[src/rtl/uart_pkg.sv]
// Shared definitions for the UART transmit path: arbiter states, byte width, oversampling.
package uart_pkg;

    localparam int DEF_DATA_WIDTH = 8;
    localparam int SAMPLE_AMT     = 16;

    typedef enum logic [1:0] {
        IDLE      = 2'd0,
        WAIT_DONE = 2'd1,
        DRAIN     = 2'd2
    } arb_state_t;

    // Index width for n requesters; a single requester still gets a 1-bit index.
    function automatic int idw(input int n);
        return (n <= 1) ? 1 : $clog2(n);
    endfunction

endpackage

[src/rtl/rr_priority_picker.sv]
// Combinational round-robin picker: first set bit of req scanning from rr_ptr upward with wrap.
// Zero latency; no backpressure, any flags whether a winner exists.
module rr_priority_picker #(
    parameter int NUM_REQ = 4,
    parameter int IDW     = 2
) (
    input  logic [NUM_REQ-1:0] req,
    input  logic [IDW-1:0]     rr_ptr,
    output logic [IDW-1:0]     winner,
    output logic               any
);

    int idx;

    // Descending scan so the lowest rotated position overwrites last and wins.
    always_comb begin
        winner = '0;
        any    = 1'b0;
        idx    = 0;
        for (int i = NUM_REQ - 1; i >= 0; i--) begin
            idx = int'(rr_ptr) + i;
            if (idx >= NUM_REQ) idx = idx - NUM_REQ;
            if (req[idx]) begin
                winner = IDW'(idx);
                any    = 1'b1;
            end
        end
    end

endmodule

[src/rtl/uart_tx_arbiter.sv]
// Round-robin arbiter sharing one UART transmitter; one tx_en per grant, waits for tx_done or watchdog.
// Grant one cycle after req_valid in IDLE; requesters hold valid until their req_ready pulse.
module uart_tx_arbiter
    import uart_pkg::*;
#(
    parameter int DATA_WIDTH     = DEF_DATA_WIDTH,
    parameter int NUM_REQ        = 4,
    parameter int TIMEOUT_CYCLES = 1048576
) (
    input  logic                          clk,
    input  logic                          resetn,
    input  logic [NUM_REQ-1:0]            req_valid,
    input  logic [NUM_REQ*DATA_WIDTH-1:0] req_data,
    output logic [NUM_REQ-1:0]            req_ready,
    output logic                          tx_en,
    output logic [DATA_WIDTH-1:0]         tx_data,
    input  logic                          tx_done,
    output logic [idw(NUM_REQ)-1:0]       owner,
    output logic                          busy,
    output logic                          frame_done,
    output logic                          timeout_err
);

    localparam int IDW = idw(NUM_REQ);
    localparam int TW  = (TIMEOUT_CYCLES < 1) ? 1 : $clog2(TIMEOUT_CYCLES + 1);

    arb_state_t     state;
    logic [IDW-1:0] rr_ptr;
    logic [IDW-1:0] win;
    logic [IDW-1:0] next_ptr;
    logic           any;
    logic [TW-1:0]  timer;
    logic           tx_done_q;

    rr_priority_picker #(
        .NUM_REQ (NUM_REQ),
        .IDW     (IDW)
    ) u_picker (
        .req     (req_valid),
        .rr_ptr  (rr_ptr),
        .winner  (win),
        .any     (any)
    );

    assign next_ptr = (int'(win) == NUM_REQ - 1) ? '0 : win + 1'b1;
    assign busy     = (state != IDLE);

    always_ff @(posedge clk) begin
        if (!resetn) begin
            state       <= IDLE;
            rr_ptr      <= '0;
            timer       <= '0;
            tx_done_q   <= 1'b0;
            req_ready   <= '0;
            tx_en       <= 1'b0;
            tx_data     <= '0;
            owner       <= '0;
            frame_done  <= 1'b0;
            timeout_err <= 1'b0;
        end else begin
            tx_done_q   <= tx_done;
            req_ready   <= '0;
            tx_en       <= 1'b0;
            frame_done  <= 1'b0;
            timeout_err <= 1'b0;
            case (state)
                IDLE: begin
                    // A high tx_done here means the transmitter is still finishing a frame.
                    if (any && !tx_done) begin
                        req_ready <= NUM_REQ'(1) << win;
                        tx_en     <= 1'b1;
                        tx_data   <= req_data[win*DATA_WIDTH +: DATA_WIDTH];
                        owner     <= win;
                        rr_ptr    <= next_ptr;
                        timer     <= '0;
                        state     <= WAIT_DONE;
                    end
                end
                WAIT_DONE: begin
                    if (timer != TW'(TIMEOUT_CYCLES)) timer <= timer + 1'b1;
                    if (tx_done && !tx_done_q) begin
                        frame_done <= 1'b1;
                        state      <= DRAIN;
                    end else if (TIMEOUT_CYCLES != 0 && timer == TW'(TIMEOUT_CYCLES - 1)) begin
                        timeout_err <= 1'b1;
                        state       <= DRAIN;
                    end
                end
                DRAIN: begin
                    if (!tx_done) state <= IDLE;
                end
                default: state <= IDLE;
            endcase
        end
    end

endmodule

[config.mk]
export PLATFORM = sky130hd
export DESIGN_NAME = uart_tx_arbiter
export DESIGN_NICKNAME = d
export VERILOG_FILES = /design/src/rtl/uart_pkg.sv /design/src/rtl/rr_priority_picker.sv /design/src/rtl/uart_tx_arbiter.sv
export SDC_FILE = /design/constraint.sdc
export NUM_CORES = 1
export LEC_CHECK = 0
export ABC_AREA = 1
export CAP_MARGIN = 20
export CORE_AREA = 2 2 75 77
export CTS_CLUSTER_SIZE = 12
export DETAILED_ROUTE_END_ITERATION = 8
export DIE_AREA = 0 0 77 79
export HOLD_SLACK_MARGIN = 0.15
export PLACE_DENSITY = 0.78
export RECOVER_POWER = 50
export SLEW_MARGIN = 40
export SYNTH_ARGS = -nofsm -noshare
export SYNTH_HDL_FRONTEND = slang
export SYNTH_SLANG_ARGS = --single-unit
[constraint.sdc]
create_clock -name clk -period 2 [get_ports clk]
set_input_delay 0.2 -clock clk [delete_from_list [all_inputs] [get_ports clk]]
set_output_delay 0.2 -clock clk [all_outputs]
set_load 0.02 [all_outputs]
==> qor.txt, run 1 <==
placed wire-length estimate after detailed placement: 5250 microns
wire length of the first global-routing pass: 11700 microns
Fmax: 0.554 GHz
Final Instance Area: 3340 sq um
worst setup path startpoint: timer[1]
CTS H-tree depth: 2
Post-synth EDFFs: 0
peak per-stage delay on the critical path: 380 ps
number of fillers in the final layout: 521
Final Hold Viols: 0
largest cells by area after synthesis: dfxtp_1 (33%), nand3_1 (17%), nand2_1 (16%), a21oi_1 (4.9%), inv_1 (4.8%)
min-delay worst type: reg -> reg
time the worst path needs with I/O delays and setup: 1800 ps
overall power after layout: 3.90 mW
pin count of the biggest net entering global routing: 21
Routed WL: 7030 microns
cts-stage hold buffer count: 0
number of nets produced by synthesis: 439
count of endpoints failing setup in the final report: 0
largest clock skew in the final design: 7.42 ps
final weighted congestion of routability-driven global placement: 0.946
RSZ-0062 raised after global routing: no
Worst Path Max Fanout: 6
antenna violations before repair: 0
crit-path leading delay family: simple AND/OR/NAND/NOR gates
post-synthesis instance area: 2570 sq um
vias post-DR: 2883
GR Overflow Total: 0
TritonCTS buffer count: 5
ANT nets after route: 0
Floorplan Core Area: 5340 sq um
power density over cell area: 1170 nW/um^2
clock tree from TritonCTS: yes
placed cell count: 525
Cell variety after synth: 32
fraction of the cycle the final worst path needs: 90.2%
number of vias per cell after detailed routing: 5.38
startpoint-to-endpoint class of the critical path: reg -> reg
CTS Sinks: 43
Final #Nets: 504
cell internal power dissipation: 2.10 mW
Final Util: 62.6%
HP Start: owner[0]
antenna cells: 0
WL/cell: 13.1 microns
Top FF cell, synth: dfxtp_1
number of remaining DRC errors: 0
Max-slew headroom: 71.5%
cell type contributing the most total cell area after synthesis: dfxtp_1
mean instance size in the synthesized netlist: 6.47 sq um
quantity of I/O buffers inserted on ports: 56
setup TNS: 0 ps
cells along the critical path: ha_1, nand2_1, nor2_4, inv_1, nor2_1, nand3_1, xor2_1, or2_2, a21oi_1
via count of the first global-routing pass: 2610
kind of capture point of the worst setup path: register
data arrival time of the critical path: 2030 ps
Clock Power Share: 13.9%
Area growth syn-to-layout: 29.7%
Iter 0 DRT Violations: 239
net switching share of the total power: 46.1%
Synth async-reset ratio: 0%
max capacitance violation total: 0
Max Transition Viols Final: 0
initial core utilization: 48.2%
Worst-Skew Late Latency: 300 ps
number of placed I/O pins: 57
Final Instance Count excl. Fillers: 536
drt first pass iters: 4
fraction of power consumed by sequential logic: 28.8%
number of synthesized register bits: 43
number of core rows: 27
buffers plus inverters on the worst setup path: 1
total routing resource utilization after global routing: 23.5%
number of warnings issued by yosys: 0
type of origin of the critical path: register
actual slew at the worst max-slew pin: 426 ps
part of the power in combinational logic: 57.3%
launching point of the worst reg2reg path: timer[1]
leakage power of the design: 1.38 nW
CTS Buffer Depth: 2
net switching component of the power: 1.80 mW
die outline width: 77 microns
portion of the post-synthesis area used by sequential elements: 33.4%
post-place instance area: 3230 sq um
worst IR drop on VDD: 0.698 mV
Gate Count Post-Synth: 398
root buffer selected by CTS: clkbuf_8
share of final-layout standard cells stronger than drive strength 1: 8.62%
run status: complete, no violations
data required time at the worst endpoint: 2220 ps
y dimension of the die: 79 microns
Die Footprint: 6080 sq um
portion of synthesized cell area occupied by the leading cell type: 33.4%
Clock transition at path regs: 80 ps
Slowest-stage cell, CP: dfxtp_1
==> metal layers <==
| metal | share of wire (%) | GRT usage, % | wire [microns] |
|---|---|---|---|
| met5 | 0 | 0 | 0 |
| met4 | 1.4 | 6.96 | 100 |
| met3 | 7.3 | 6.25 | 515 |
| met2 | 48 | 41.2 | 3390 |
| met1 | 43 | 28.3 | 3030 |
==> timing repair <==
| item | in CTS | in global routing |
|---|---|---|
| resized for setup | 0 | 4 |
| endpoints found under the hold margin | 0 | 0 |
| setup endpoints to repair | 0 | 19 |
| buffers inserted | 0 | 3 |
==> cell type report <==
cell class	instances	area, sq um	share of cell area, %
clock inverters	3	15.0	0.450
flip-flops and latches	43	863	25.9
well taps	72	90.1	2.70
clock buffers	5	68.8	2.06
inverters	38	145	4.35
repair buffers	71	683	20.5
multi-input cells	304	1470	44.1
==> power groups by stage <==
stage | clock [mW] | sequential (mW) | combinational (mW)
final | 0.543 | 1.12 | 2.23
after CTS | 0.556 | 1.13 | 2.24
after global routing | 0.587 | 1.14 | 2.44
after detailed placement | 0 | 1.14 | 2.22
after global placement | 0 | 1.14 | 2.18
after floorplan | 0 | 1.25 | 1.44
==> placed cells by master (no fill, tap or decap), types with 2 or more instances in the layout <==
cell             instances
a21oi_1                 25
xor2_1                   2
clkinv_1                 2
dlygate4sd3_1           19
nor4_2                   2
nor3_1                  11
ha_1                     2
nand3_1                 88
buf_4                   13
dfxtp_1                 41
o21ai_0                  8
dfxtp_2                  2
clkbuf_8                 5
nor2_1                  29
nor4_1                   4
inv_1                   34
nand4_1                  8
nand2_1                108
clkdlybuf4s50_1         37
or2_2                    2
clkinv_2                 3
nor2_4                   2
nand2_2                  3
nand3b_1                 2
==> cells in the mapped netlist, types with 3 or more instances <==
| master | number |
|---|---|
| nand3_1 | 88 |
| buf_2 | 3 |
| buf_4 | 3 |
| o21ai_0 | 8 |
| buf_6 | 5 |
| nor4_1 | 5 |
| a21oi_1 | 25 |
| dfxtp_1 | 43 |
| nand2_1 | 108 |
| inv_1 | 33 |
| nor2_1 | 29 |
| nand4_1 | 8 |
| nor3_1 | 11 |
| nand2_2 | 3 |
==> cells by family after synthesis <==
| group | synth area share (%) |
|---|---|
| buffers and inverters | 9.57 |
| and+or+nand+nor | 48.2 |
| DFF | 33.4 |
| AOI/OAI and AO/OA | 6.85 |
| adders and majority gates | 0.972 |
| xor gates and xnor gates | 1.02 |
==> worst paths after layout <==
kind	cells past startpoint	slack, ps	to
worst max-delay path	9	200	timer[14]
worst max register to register	9	200	timer[14]
worst min-delay path	2	450	owner[0]
worst min register to register	2	450	owner[0]
==> sequential cells by signal (all words and copies together), names as in the netlist <==
register and count:
timer 21, tx_data 8, req_ready 4, owner 2
rr_ptr 2, state 2, frame_done 1, timeout_err 1
tx_done_q 1, tx_en 1
==> worst register-to-register path, cell delays in order, from the launching register on <==
cell and delay, ps:
dfxtp_1 380, ha_1 180, nand2_1 100, nor2_4 180, inv_1 70, nor2_1 140
nand3_1 110, xor2_1 140, or2_2 280, a21oi_1 150
==> stage by stage <==
stage	hold WS [ps]	worst slack, ps
finish	452	195
global route	487	22.4
CTS	459	75.7
detailed placement	440	-81.5
global placement	440	-17.7
floorplan	293	330
Note: power is estimated with default switching activity, not from simulation.
==> run 2: changes to the inputs <==
--- a/config.mk
+++ b/config.mk
@@ -11,6 +11,7 @@
 export CTS_CLUSTER_SIZE = 12
 export DETAILED_ROUTE_END_ITERATION = 8
 export DIE_AREA = 0 0 77 79
+export GPL_TIMING_DRIVEN = 0
 export HOLD_SLACK_MARGIN = 0.15
 export PLACE_DENSITY = 0.78
 export RECOVER_POWER = 50
==> run 2 against run 1 <==
Compared with the run above:
- final area is 0.49% higher
- routed wire length grew 8.2%
- clock-buffer cell count increased by 1
- sequential power hardly changed
- die area is the same
- clock skew rose by 3.5 ps
- global-route usage up 2.5 points
- critical path depth unchanged
- combinational power up 2%
- worst hold slack better by 0.76 ps
- via count increased by 3.2%
- critical endpoint unchanged
- highest routed layer unchanged
==> qor.txt, run 2 (same netlist as run 1, synthesis figures left out) <==
y dimension of the die: 79 microns
antenna violations before repair: 0
root buffer selected by CTS: clkbuf_8
Final Hold Viols: 0
peak per-stage delay on the critical path: 390 ps
Fmax: 0.533 GHz
pin count of the biggest net entering global routing: 15
ANT nets after route: 0
top library cells by usage in the layout, fill and taps aside: nand2_1 (107), nand3_1 (88), dfxtp_1 (40)
die outline width: 77 microns
crit-path leading delay family: simple AND/OR/NAND/NOR gates
placed wire-length estimate after detailed placement: 5770 microns
clock tree from TritonCTS: yes
TritonCTS buffer count: 5
total routing resource utilization after global routing: 26.0%
largest registers: timer (21), tx_data (8), req_ready (4)
cts-stage hold buffer count: 0
Area growth syn-to-layout: 30.3%
number of remaining DRC errors: 0
actual slew at the worst max-slew pin: 547 ps
buffers plus inverters on the worst setup path: 1
count of endpoints failing setup in the final report: 0
share of final-layout standard cells stronger than drive strength 1: 9.27%
Die Footprint: 6080 sq um
initial core utilization: 48.2%
leakage power of the design: 1.37 nW
run status: complete, no violations
quantity of I/O buffers inserted on ports: 56
register with the highest flop count: timer
most common cell after layout, fill and taps aside: nand2_1
Max Transition Viols Final: 0
vias post-DR: 2976
max reg flops: 21
number of vias per cell after detailed routing: 5.55
drt first pass iters: 5
CTS Sinks: 43
Final Instance Area: 3360 sq um
kind of capture point of the worst setup path: register
time the worst path needs with I/O delays and setup: 1880 ps
post-place instance area: 3230 sq um
power density over cell area: 1190 nW/um^2
min-delay worst type: reg -> reg
Worst Path Max Fanout: 6
GR Overflow Total: 0
data arrival time of the critical path: 2110 ps
fraction of the cycle the final worst path needs: 93.8%
wire length of the first global-routing pass: 12700 microns
CTS Buffer Depth: 2
Final #Nets: 504
largest clock skew in the final design: 10.9 ps
crit path setup slack, layout: 125 ps
startpoint-to-endpoint class of the critical path: reg -> reg
Iter 0 DRT Violations: 198
overall power after layout: 3.99 mW
final weighted congestion of routability-driven global placement: 0.943
dpl ws: -194 ps
setup TNS: 0 ps
CTS H-tree depth: 2
max capacitance violation total: 0
worst IR drop on VDD: 0.719 mV
WL/cell: 14.2 microns
Routed WL: 7610 microns
cells along the critical path: ha_2, nand2_1, nor2_4, inv_1, nor2_1, nand3_1, xor2_1, or2_2, a21oi_1
antenna cells: 0
worst hold-check slack: 453 ps
via count of the first global-routing pass: 2794
number of core rows: 27
Slowest-stage cell, CP: dfxtp_2
Worst-Skew Late Latency: 300 ps
Clock transition at path regs: 90 ps
number of placed I/O pins: 57
data required time at the worst endpoint: 2230 ps
Max-slew headroom: 63.5%
type of origin of the critical path: register
Floorplan Core Area: 5340 sq um
## run 2: changes by cell type in the layout (fill, tap and decap cells not counted), moves of 2 or more
cell      before  now
o21ai_1        1    3
clkinv_2       3    0
clkbuf_1       0    2
o21ai_0        8    6
buf_4         13    5
clkbuf_4       0    2
buf_6          0    4
## run 2: path summary, 6_finish.rpt
path | startpoint | to | slack [ps] | depth (start not counted)
worst min-delay path | tx_data[2] | tx_data[2] | 450 | 2
worst max-delay path | timer[0] | timer[14] | 120 | 9
worst min register to register | tx_data[2] | tx_data[2] | 450 | 2
worst max register to register | timer[0] | timer[14] | 120 | 9
## run 2: metal layers
layer  wire length [microns]  share of wire, %  vias to the layer above  track usage (%)
li1                        -                 -                     1455                -
met1                    3310                43                     1389             31.8
met2                    3720                49                      122             45.9
met3                     497               6.5                       10             5.80
met4                      78               1.0                        0             7.50
met5                       0                 0                        -                0
## run 2: where the power goes
group | internal (mW) | switching [mW]
combinational | 0.845 | 1.43
clock | 0.282 | 0.329
sequential | 1.01 | 0.0883
## run 2: cell type report
class	count	area [sq um]
clock inverters	2	16.3
flip-flops and latches	43	865
plain buffers	13	100
well taps	72	90.1
fillers	550	1980
inverters	38	145
clock buffers	6	82.6
multi-input cells	304	1480
repair buffers	58	576
## run 2: timing repair
action	CTS	global route
buffers inserted	0	2
endpoints found under the setup margin	0	26
gates resized for setup	0	11
## run 2: through the flow
step,std cells,util [%]
floorplan,398,-
global placement,526,60.4
detailed placement,526,60.4
CTS,534,62.3
global route,536,62.9
finish,536,62.9
## run 2: tightest hold or removal path, stage by stage (launching register included)
cell and delay [ps]:
dfxtp_1 320, nand2_1 60, nand2_1 40
==> run 3: changes to the inputs <==
--- a/config.mk
+++ b/config.mk
@@ -13,9 +13,10 @@
 export DIE_AREA = 0 0 77 79
 export GPL_TIMING_DRIVEN = 0
 export HOLD_SLACK_MARGIN = 0.15
-export PLACE_DENSITY = 0.78
+export PLACE_DENSITY = 0.79
 export RECOVER_POWER = 50
 export SLEW_MARGIN = 40
 export SYNTH_ARGS = -nofsm -noshare
 export SYNTH_HDL_FRONTEND = slang
+export SYNTH_HIERARCHICAL = 1
 export SYNTH_SLANG_ARGS = --single-unit
==> run 3 against run 2 <==
Compared with the run above:
- sequential share of layout area fell by 1.0 points
- fmax is 0.73% lower
- combinational power fell by 30%
- synthesized area up 2.1%
- flip-flop and latch count did not move
- largest cell class unchanged
- sequential power down 8%
- setup slack worse by 14 ps
- worst hold slack improved by 19 ps
- synthesized cell count rose by 6.5%
==> qor.txt, run 3 <==
Clock transition at path regs: 80 ps
complex-gate fraction of the synthesized area: 12.8%
Fmax: 0.529 GHz
Max-slew headroom: 65.2%
initial core utilization: 49.2%
WL/cell: 12.5 microns
launching point of the worst reg2reg path: rr_ptr[0]
cell type contributing the most total cell area after synthesis: dfxtp_1
multiplexer share of the synthesized area: 0%
CTS H-tree depth: 2
number of synthesized register bits: 43
largest clock skew in the final design: 7.05 ps
pin count of the biggest net entering global routing: 14
run status: complete, no violations
max reg flops: 21
time the worst path needs with I/O delays and setup: 1890 ps
reg2reg end: tx_data[6]
synthesized-area fraction occupied by xor and xnor cells: 0%
number of placed I/O pins: 57
share of final-layout standard cells stronger than drive strength 1: 13.7%
RSZ-0062 raised after global routing: yes
number of vias per cell after detailed routing: 5.15
Cell variety after synth: 33
CTS Buffer Depth: 2
portion of synthesized cell area occupied by the leading cell type: 32.7%
Post-synth top cells: nand2_1 (94), nor2_1 (79), dfxtp_1 (43)
wire length of the first global-routing pass: 11600 microns
quantity of I/O buffers inserted on ports: 56
simple-gate share of the synthesized area: 42.6%
placed cell count: 552
minimum setup slack among reg-to-reg paths: 110 ps
register with the highest flop count: timer
Gate Count Post-Synth: 424
mean instance size in the synthesized netlist: 6.20 sq um
type of origin of the critical path: register
fraction of the cycle the final worst path needs: 94.5%
dpl ws: -399 ps
GR Overflow Total: 0
leakage power of the design: 1.48 nW
largest cells by area after synthesis: dfxtp_1 (33%), nand2_1 (13%), nor2_1 (11%), nand3_1 (7.6%), inv_1 (6.0%)
post-synthesis instance area: 2630 sq um
antenna cells: 0
hold-critical path endpoint: owner[1]
placed wire-length estimate after detailed placement: 5250 microns
Routed WL: 7090 microns
clock tree from TritonCTS: yes
Worst Path Max Fanout: 10
drt first pass iters: 4
Hold Path Stages: 2
actual slew at the worst max-slew pin: 521 ps
Iter 0 DRT Violations: 147
worst reg2reg path depth: 15
max capacitance violation total: 0
Final Hold Viols: 0
top library cells by usage in the layout, fill and taps aside: nand2_1 (93), nor2_1 (77), dfxtp_1 (41)
number of warnings issued by yosys: 6
final weighted congestion of routability-driven global placement: 0.901
via count of the first global-routing pass: 2689
Final Instance Area: 3490 sq um
dominant cell by count in the synthesized netlist: nand2_1
number of fillers in the final layout: 515
root buffer selected by CTS: clkbuf_8
number of core rows: 27
number of remaining DRC errors: 0
largest registers: timer (21), tx_data (8), req_ready (4)
Final Instance Count excl. Fillers: 567
antenna violations before repair: 0
Die Footprint: 6080 sq um
share of synthesized cell area in full adder, half adder and majority cells: 1.43%
portion of the post-synthesis area used by sequential elements: 32.7%
Floorplan Core Area: 5340 sq um
combinational family with the most area after synthesis: simple AND/OR/NAND/NOR gates
Worst-Skew Late Latency: 300 ps
Top FF cell, synth: dfxtp_1
crit path setup slack, layout: 111 ps
total routing resource utilization after global routing: 23.4%
vias post-DR: 2922
ANT nets after route: 0
HP Start: owner[1]
y dimension of the die: 79 microns
number of nets produced by synthesis: 466
Synth async-reset ratio: 0%
power density over cell area: 928 nW/um^2
kind of capture point of the worst setup path: register
most common cell after layout, fill and taps aside: nand2_1
count of endpoints failing setup in the final report: 0
TritonCTS buffer count: 5
Max Transition Viols Final: 0
post-place instance area: 3280 sq um
data required time at the worst endpoint: 2200 ps
worst IR drop on VDD: 0.752 mV
Final #Nets: 536
min-delay worst type: reg -> reg
Area growth syn-to-layout: 32.7%
data arrival time of the critical path: 2090 ps
die outline width: 77 microns
CTS Sinks: 43
Post-synth EDFFs: 0
overall power after layout: 3.24 mW
startpoint-to-endpoint class of the critical path: reg -> reg
-- run 3: cell count changes after synthesis, sizes merged, moves of 8 or more --
cell | previous run | this run
nor3 | 11 | 3
inv | 36 | 49
o21ai | 9 | 32
nand2 | 113 | 104
nand3 | 89 | 42
nor2 | 31 | 87
-- run 3: worst max path at each step --
stage / endpoint / start
after floorplan: tx_data[0] / rr_ptr[0]
after global placement: tx_data[4] / req_valid[0]
after detailed placement: tx_data[5] / req_valid[3]
after CTS: tx_data[1] / rr_ptr[0]
after global routing: tx_data[7] / rr_ptr[0]
final: tx_data[6] / rr_ptr[0]
-- run 3: power by group --
group | total [mW] | internal, mW | switching (mW)
combinational | 1.60 | 0.661 | 0.940
clock | 0.622 | 0.314 | 0.308
sequential | 1.01 | 0.950 | 0.0634
-- run 3: layout make-up --
class | count | area [sq um] | area share [%]
timing repair inverter | 1 | 7.51 | 0.215
inverter | 50 | 195 | 5.60
buffer | 14 | 109 | 3.12
timing repair buffer | 62 | 603 | 17.3
multi-input combinational | 317 | 1520 | 43.5
clock inverter | 1 | 7.51 | 0.215
tap | 72 | 90.1 | 2.58
sequential | 43 | 863 | 24.8
clock buffer | 7 | 96.3 | 2.76
-- run 3: stage by stage --
stage               hold slack (ps)  utilization [%]  setup TNS (ps)
floorplan                       293                -               0
global placement                468             61.4           -3120
detailed placement              464             61.4           -3960
CTS                             479             64.0               0
global route                    499             65.3           -31.5
finish                          472             65.3               0
-- run 3: kinds of logic (layout without fill, tap and decap cells) --
| kind of cell | Yosys count | in the layout |
|---|---|---|
| flip-flops | 43 | 43 |
| adder cells (fa/ha/maj) | 3 | 3 |
| buffers and inverters | 64 | 135 |
| AO/OA/AOI/OAI | 63 | 63 |
| AND/OR/NAND/NOR | 251 | 251 |
-- run 3: critical path: stages (launching register included) --
cell	delay (ps)
dfxtp_2	340
buf_6	130
inv_4	60
nand2_1	50
nand2_2	90
inv_2	40
nand2_1	90
nand3_2	100
nand3_1	100
nand2_2	90
clkbuf_8	170
buf_6	150
nor2_1	100
o22ai_1	80
o21ai_0	150
inv_1	50
-- run 3: repair_timing --
| action | 4_1_cts | 5_1_grt |
|---|---|---|
| cloned | 0 | 2 |
| buffers inserted | 2 | 3 |
| endpoints found under the hold margin | 0 | 0 |
| setup endpoints to repair | 10 | 33 |
| gates resized for setup | 8 | 22 |
| hold buffers | 0 | 0 |
| pin swaps | 0 | 1 |
-- run 3: layer usage --
metal,track usage (%),vias to the layer above,part of all wire [%]
met3,6.82,15,6.3
li1,-,1507,-
met2,42.1,92,49
met1,27.1,1308,43
met5,0,-,0
met4,6.79,0,2.0
